## config.mk

```make
export PLATFORM = sky130hd
export DESIGN_NAME = axi_read_arbiter
export DESIGN_NICKNAME = d
export VERILOG_FILES = /design/src/rtl/axi_read_arbiter.sv
export SDC_FILE = /design/constraint.sdc
export NUM_CORES = 1
export LEC_CHECK = 0
export CAP_MARGIN = 0
export CORE_AREA = 2 2 86 88
export DETAILED_ROUTE_END_ITERATION = 8
export DIE_AREA = 0 0 88 90
export HOLD_SLACK_MARGIN = 0.06
export PLACE_DENSITY = 0.77
export RECOVER_POWER = 25
export SLEW_MARGIN = 20
export SYNTH_ARGS = -nofsm -noshare
export SYNTH_HDL_FRONTEND = slang
export SYNTH_SLANG_ARGS = --single-unit
```

## constraint.sdc

```tcl
create_clock -name aclk -period 1.9 [get_ports aclk]
set_input_delay 0.38 -clock aclk [delete_from_list [all_inputs] [get_ports aclk]]
set_output_delay 0.38 -clock aclk [all_outputs]
set_load 0.05 [all_outputs]
```

## src/rtl/axi_read_arbiter.sv

```systemverilog
// axi_read_arbiter: round-robin share of one AXI read port, grant held from AR accept to rlast
module axi_read_arbiter #(
  parameter int NUM_MASTERS   = 2,
  parameter int DATA_WIDTH    = 32,
  parameter int ADDRESS_WIDTH = 8,
  parameter int GW            = $clog2(NUM_MASTERS)
) (
  input  logic                               aclk,
  input  logic                               aresetn,
  input  logic [NUM_MASTERS*ADDRESS_WIDTH-1:0] m_araddr,
  input  logic [NUM_MASTERS*8-1:0]           m_arlen,
  input  logic [NUM_MASTERS*3-1:0]           m_arsize,
  input  logic [NUM_MASTERS*2-1:0]           m_arburst,
  input  logic [NUM_MASTERS-1:0]             m_arvalid,
  output logic [NUM_MASTERS-1:0]             m_arready,
  output logic [NUM_MASTERS*DATA_WIDTH-1:0]  m_rdata,
  output logic [NUM_MASTERS*2-1:0]           m_rresp,
  output logic [NUM_MASTERS-1:0]             m_rlast,
  output logic [NUM_MASTERS-1:0]             m_rvalid,
  input  logic [NUM_MASTERS-1:0]             m_rready,
  output logic [ADDRESS_WIDTH-1:0]           s_araddr,
  output logic [7:0]                         s_arlen,
  output logic [2:0]                         s_arsize,
  output logic [1:0]                         s_arburst,
  output logic                               s_arvalid,
  input  logic                               s_arready,
  input  logic [DATA_WIDTH-1:0]              s_rdata,
  input  logic [1:0]                         s_rresp,
  input  logic                               s_rlast,
  input  logic                               s_rvalid,
  output logic                               s_rready,
  output logic [GW-1:0]                      grant,
  output logic                               busy,
  output logic                               len_err
);
  typedef enum logic [1:0] {IDLE, ADDR, DATA} state_t;
  state_t state, state_n;
  logic [GW-1:0] grant_n, last_grant, last_grant_n, pick, idx;
  logic [8:0] beats_left, beats_left_n;
  logic len_err_n, arv_g, rr_g, addr_st, data_st;
  always_ff @(posedge aclk or negedge aresetn)
    if (!aresetn) begin
      state      <= IDLE;
      grant      <= '0;
      last_grant <= GW'(NUM_MASTERS - 1);
      beats_left <= '0;
      len_err    <= 1'b0;
    end else begin
      state      <= state_n;
      grant      <= grant_n;
      last_grant <= last_grant_n;
      beats_left <= beats_left_n;
      len_err    <= len_err_n;
    end
  // scan from farthest to nearest so the master right after last_grant wins
  always_comb begin
    pick = grant;
    idx  = '0;
    for (int k = NUM_MASTERS; k >= 1; k--) begin
      idx = GW'((int'(last_grant) + k) % NUM_MASTERS);
      if (m_arvalid[idx]) pick = idx;
    end
  end
  always_comb begin
    addr_st   = state == ADDR;
    data_st   = state == DATA;
    s_araddr  = '0;
    s_arlen   = '0;
    s_arsize  = '0;
    s_arburst = '0;
    arv_g     = 1'b0;
    rr_g      = 1'b0;
    m_arready = '0;
    m_rvalid  = '0;
    m_rlast   = '0;
    m_rdata   = '0;
    m_rresp   = '0;
    for (int i = 0; i < NUM_MASTERS; i++)
      if (GW'(i) == grant) begin
        s_araddr  = m_araddr[i*ADDRESS_WIDTH +: ADDRESS_WIDTH];
        s_arlen   = m_arlen[i*8 +: 8];
        s_arsize  = m_arsize[i*3 +: 3];
        s_arburst = m_arburst[i*2 +: 2];
        arv_g     = m_arvalid[i];
        rr_g      = m_rready[i];
        m_arready[i] = addr_st && s_arready;
        m_rvalid[i]  = data_st && s_rvalid;
        m_rlast[i]   = data_st && s_rlast;
        m_rdata[i*DATA_WIDTH +: DATA_WIDTH] = data_st ? s_rdata : '0;
        m_rresp[i*2 +: 2] = data_st ? s_rresp : 2'b00;
      end
    s_arvalid = addr_st && arv_g;
    s_rready  = data_st && rr_g;
    busy      = state != IDLE;
  end
  always_comb begin
    state_n      = state;
    grant_n      = grant;
    last_grant_n = last_grant;
    beats_left_n = beats_left;
    len_err_n    = len_err;
    if (state == IDLE && |m_arvalid) begin
      grant_n = pick;
      state_n = ADDR;
    end
    if (s_arvalid && s_arready) begin
      beats_left_n = {1'b0, s_arlen} + 9'd1;
      state_n      = DATA;
    end
    // rlast must land exactly on the final counted beat, in either direction
    if (s_rvalid && s_rready) begin
      beats_left_n = beats_left == '0 ? '0 : beats_left - 9'd1;
      len_err_n    = len_err | ((beats_left == 9'd1) != s_rlast);
      if (s_rlast) begin
        last_grant_n = grant;
        state_n      = IDLE;
      end
    end
  end
endmodule

```

* After elaboration in Yosys (flattened, before gate mapping) *
Index checks and enable logic that the tools add are counted.

word-level totals
  memory bits (read-only) = 0
  logic and storage cells = 63
  latch bits = 0
  register bits = 14
  output and inout port bits = 100
  input port bits = 85
  memories kept = 0
  RAM bits = 0

cells by class
  equality and inequality tests = 4
  muxes and demuxes = 31
  reduce and logical (&&, ||, !) cells = 16
  $mul = 0
  order comparisons = 2
  div/mod/pow operators = 0
  add/subtract/negate cells = 4
  bitwise operators = 1
  shift operators = 0

operators by type and width
  operator             number
  $mux 32              3
  $mux 9               3
  $mux 2               8
  $mux 8               2
  $mux 1               14
  $add 8x1->9 const B  1
  $eq 9x1->1 const B   1
  $logic_not 9->1      1
  $sub 9x1->9 const B  1
  $logic_and 1x1->1    8
  $reduce_bool 2->1    3
  $lt 1x2->1 const B   2
  $reduce_and 2->1     2
  $mux 3               1
  $add 1x1->1 const B  2
  $eq 2x1->1 const B   1
  $eq 2x2->1 const B   1
  $logic_not 2->1      1
  $reduce_or 2->1      1
  $ne 1x1->1           1
  $or 1x1->1           1

* Longest topological paths before layout *
  depth after elaboration = 6
  gate-level depth with buffers = 9
  gate-level depth less buffers = 6

* Least setup slack after synthesis *
Ideal clock, no wire load.

  path kind = reg-to-reg
  start = register grant
  end = register beats_left[2]
  data required time = 1.774 ns
  data arrival time = 2.498 ns
  path slack = -0.724 ns
  stages on the path, launching flop included = 8
  period minus slack after synthesis = 2.624 ns
  cells stage by stage = dfrtp_1 -> buf_6 -> clkbuf_4 -> buf_2 -> mux2_2 -> ha_1 -> xor2_1 -> a221o_1

on the way
  word-level cells in the longest chain between the ends = 4
  elaborated cells on any way between the ends = 11
  classes of those cells = add/sub (1); mux (5); reduce/logical (5)

ends and longest elaborated chain
  element                 RTL line  source
  start, declared         32        output logic [GW-1:0] grant,
  start signal, assigned  50        grant <= grant_n;
  $mux 8                  79        if (GW'(i) == grant) begin
  net s_arlen[1]          22        output logic [7:0] s_arlen,
  $add 8x1->9             107       beats_left_n = {1'b0, s_arlen} + 9'd1;
  $mux 9                  106       if (s_arvalid && s_arready) begin
  $mux 9                  111       if (s_rvalid && s_rready) begin
  end signal, assigned    52        beats_left <= beats_left_n;
  end, declared           39        logic [8:0] beats_left, beats_left_n;

The timed path passes the listed nets, and every way through them passes these cells. The select of a mux whose other input is x is not followed.
A chain may end at the register's enable or synchronous reset.

* Worst setup path in the final report *
  start = register state[0]
  end = output port m_rdata[55]

on the way
  word-level cells in the longest chain between the ends = 3

ends and longest elaborated chain
  element                 RTL line  source
  start, declared         37        state_t state, state_n;
  start signal, assigned  49        state <= state_n;
  $eq 2x2->1              66        data_st = state == DATA;
  $mux 32                 89        m_rdata[i*DATA_WIDTH +: DATA_WIDTH] = data_st ? s_rdata : '0;
  $mux 32                 79
  end, declared           16        output logic [NUM_MASTERS*DATA_WIDTH-1:0] m_rdata,

No other way between the ends.

==> results.sh <==
export IMPL_cts_htree_levels=1
export IMPL_switching_power_mw=3.39
export IMPL_min_period_over_period_pct=106
export IMPL_min_path_type="flop to flop"
export IMPL_first_pass_iters=4
export IMPL_cts_hold_buf=0
export IMPL_core_area_um2=7020
export IMPL_yosysMostFrequentCell="and2_1"
export IMPL_clock_latency_ns=0.25
export IMPL_r2r_start="grant"
export IMPL_violations="negative setup slack"
export IMPL_avgSynthCellArea_um2=8.36
export IMPL_hold_viol_final=0
export IMPL_slew_headroom_pct=43.5
export IMPL_synth_warnings=0
export IMPL_cts_root_buf="clkbuf_8"
export IMPL_synth_seq_area_share_pct=19.0
export IMPL_overflow=0
export IMPL_clockBufferDepth=2
export IMPL_syn_area_um2=1850
export IMPL_drc=0
export IMPL_ant_nets=0
export IMPL_yosysTopAreaCellShare_pct=24.4
export IMPL_finalClockSkew_ns=0.00189
export IMPL_yosysTopAreaCell="and2_1"
export IMPL_path_buf_inv=4
export IMPL_drv_cap=0
export IMPL_leakage_nw=2.26
export IMPL_routed_wl_mm=11.8
export IMPL_cp_end_kind="primary output"
export IMPL_crit_path_max_incr_delay_ns=0.40
export IMPL_die_h_um=90
export IMPL_internal_power_mw=3.62
export IMPL_worstSetupPathType="flop to primary output"
export IMPL_drt_iter0_drc=112
export IMPL_period_needed_ns=2.01
export IMPL_synth_area_leaders="and2_1 (24%), dfrtp_1 (18%), mux2_2 (11%), xnor2_1 (2.8%), ha_1 (2.0%)"
export IMPL_report_final_slew_viol_count=0
export IMPL_rows=31
export IMPL_start_kind="flop"
export IMPL_worst_path_max_fanout=5
export IMPL_crit_chain="inv_2, nand2_4, nor2_4, buf_12, clkbuf_16, and2_4, buf_12"
export IMPL_cts_tree="done"
export IMPL_cts_sinks=14
export IMPL_cp_arrival_ns=1.63
export IMPL_grt_max_degree=19
export IMPL_worst_slew_pin_slew_ns=0.847
export IMPL_post_dp_cell_area_um2=4900
export IMPL_synthCells=221
export IMPL_switching_share_pct=48.4
export IMPL_setup_slack_ns=-0.112
export IMPL_p_clk_share_pct=4.2
export IMPL_stdcell_area_um2=5450
export IMPL_via_per_inst=5.07
export IMPL_grt_pass1_vias=2654
export IMPL_whs_ns=0.472
export IMPL_port_buffers=184
export IMPL_rsz0062_at_grt="true"
export IMPL_finalSetupViolations=78
export IMPL_die_w_um=88
export IMPL_ir_worst_vdd_mv=0.859
export IMPL_final_nets=536
export IMPL_layout_area_overhead_vs_synth_pct=195
export IMPL_power_density_nw_per_um2=1290
export IMPL_wire_per_inst_um=21.5
export IMPL_synth_seq_cells=14
export IMPL_synth_ff_type="dfrtp_1"
export IMPL_track_usage_pct=24.0
export IMPL_synthArstFlopShare_pct=100
export IMPL_drive_gt1_share_pct=59.5
export IMPL_critPathLaunch="state[0]"
export IMPL_comb_power_share_pct=87.1
export IMPL_cts_buffers_inserted=3
export IMPL_tns_ns=-3.38
export IMPL_hold_path_startpoint="len_err"
export IMPL_grt_pass1_wl_mm=14.9
export IMPL_ios=185
export IMPL_via_count=2773
export IMPL_antenna_found_initial=1
export IMPL_syn_nets=309
export IMPL_cpMostUsedCell="buf_12"
export IMPL_initial_utilization_pct=26.3
export IMPL_cp_top_family="buffers and inverters"
export IMPL_fin_total_pwr_mw=7.01
export IMPL_status="finished, violations left"
export IMPL_critPathRequiredTime_ns=1.52
export IMPL_path_clk_slew_ns=0.06
export IMPL_synth_edff_count=0
export IMPL_yosysUniqueCellTypes=53
export IMPL_synthTopCellsByCount="and2_1 (72), mux2_2 (18), dfrtp_1 (13), nor2_1 (10), inv_1 (9)"
export IMPL_seq_power_share_pct=8.7
export IMPL_cp_slowest_cell="dfrtp_1"
export IMPL_place_hpwl_mm=7.53
export IMPL_gp_congestion=0.924
export IMPL_die_area_um2=7920
export IMPL_max_freq_mhz=497
## cells in the final DEF, fill, tap and decap left out, types with 4 or more instances in the layout
cell / synthesis / final
xnor2_1: 6 / 6
buf_8: 1 / 5
nand4b_1: 4 / 4
dfrtp_1: 13 / 11
clkbuf_16: 0 / 5
nand4_1: 4 / 4
o21ai_1: 5 / 5
buf_4: 0 / 40
clkbuf_8: 0 / 4
nor2_1: 10 / 5
inv_1: 9 / 8
clkdlybuf4s50_1: 0 / 83
buf_12: 0 / 86
buf_6: 1 / 12
nand2_1: 7 / 6
and2_4: 0 / 72
nand3b_1: 5 / 5
mux2_2: 18 / 15
## per-stage QoR
stage	util (%)	setup slack, ns	instances
after global routing	77.6	-0.134	547
final	77.6	-0.112	547
after CTS	74.5	-0.0573	536
after floorplan	-	-0.307	221
after detailed placement	69.8	-0.107	519
after global placement	69.8	-0.0645	519
## cells by family after synthesis
| kind of cell | Yosys count | share of synthesized area [%] |
|---|---|---|
| AOI/OAI and AO/OA | 35 | 14.2 |
| xor gates and xnor gates | 7 | 3.32 |
| adders and majority gates | 3 | 2.03 |
| buffers and inverters | 22 | 5.89 |
| DFF | 14 | 19.0 |
| muxes | 24 | 15.2 |
| and+or+nand+nor | 116 | 40.2 |
## cell type report
cell class | count | area, µm²
inverters | 10 | 40.0
fillers | 366 | 1570
flip-flops and latches | 14 | 354
repair buffers | 234 | 3230
diodes | 1 | 2.50
well taps | 99 | 124
multi-input cells | 185 | 1640
clock buffers | 4 | 55.1
## power by group through the flow
stage	clock [mW]	sequential (mW)	combinational, mW
5_1_grt	0.317	0.626	6.28
3_5_place_dp	0	0.639	5.12
6_report	0.296	0.612	6.10
2_1_floorplan	0	0.646	3.00
4_1_cts	0.305	0.603	5.68
3_3_place_gp	0	0.629	5.06
## repair_timing
item | CTS | global route
gates cloned | 3 | 8
pin swaps | 16 | 28
hold endpoints to repair | 0 | 0
setup endpoints to repair | 93 | 94
resized for setup | 30 | 23
setup buffers | 11 | 4
## worst register-to-register path: cells and delay by family (launching register included)
kind            cells  cell delay (ns)
simple gates        1             0.24
flops               1             0.45
xor+xnor            1             0.19
buf+inv             3             0.39
compound gates      2             0.50
## state kept, by name, indices dropped and copies added (netlist names)
register,count
grant,1
last_grant,1
beats_left,9
state,2
len_err,1
## layer usage
layer	up-vias	wire length (µm)	global-route usage [%]
li1	1232	-	-
met1	1339	4360	25.6
met2	171	6110	45.6
met3	31	848	5.60
met4	0	453	6.54
met5	-	0	0
## path summary, 6_finish.rpt
check | endpoint | depth (start not counted) | slack [ns]
max in group asynchronous | grant | 2 | 0.58
min in group asynchronous | beats_left[0] | 2 | 0.74
worst min-delay path | len_err | 1 | 0.47
worst min register to register | len_err | 1 | 0.47
worst max-delay path | m_rdata[55] | 7 | -0.11
worst max register to register | beats_left[7] | 7 | 0
Power figures use the tool's default switching activity.
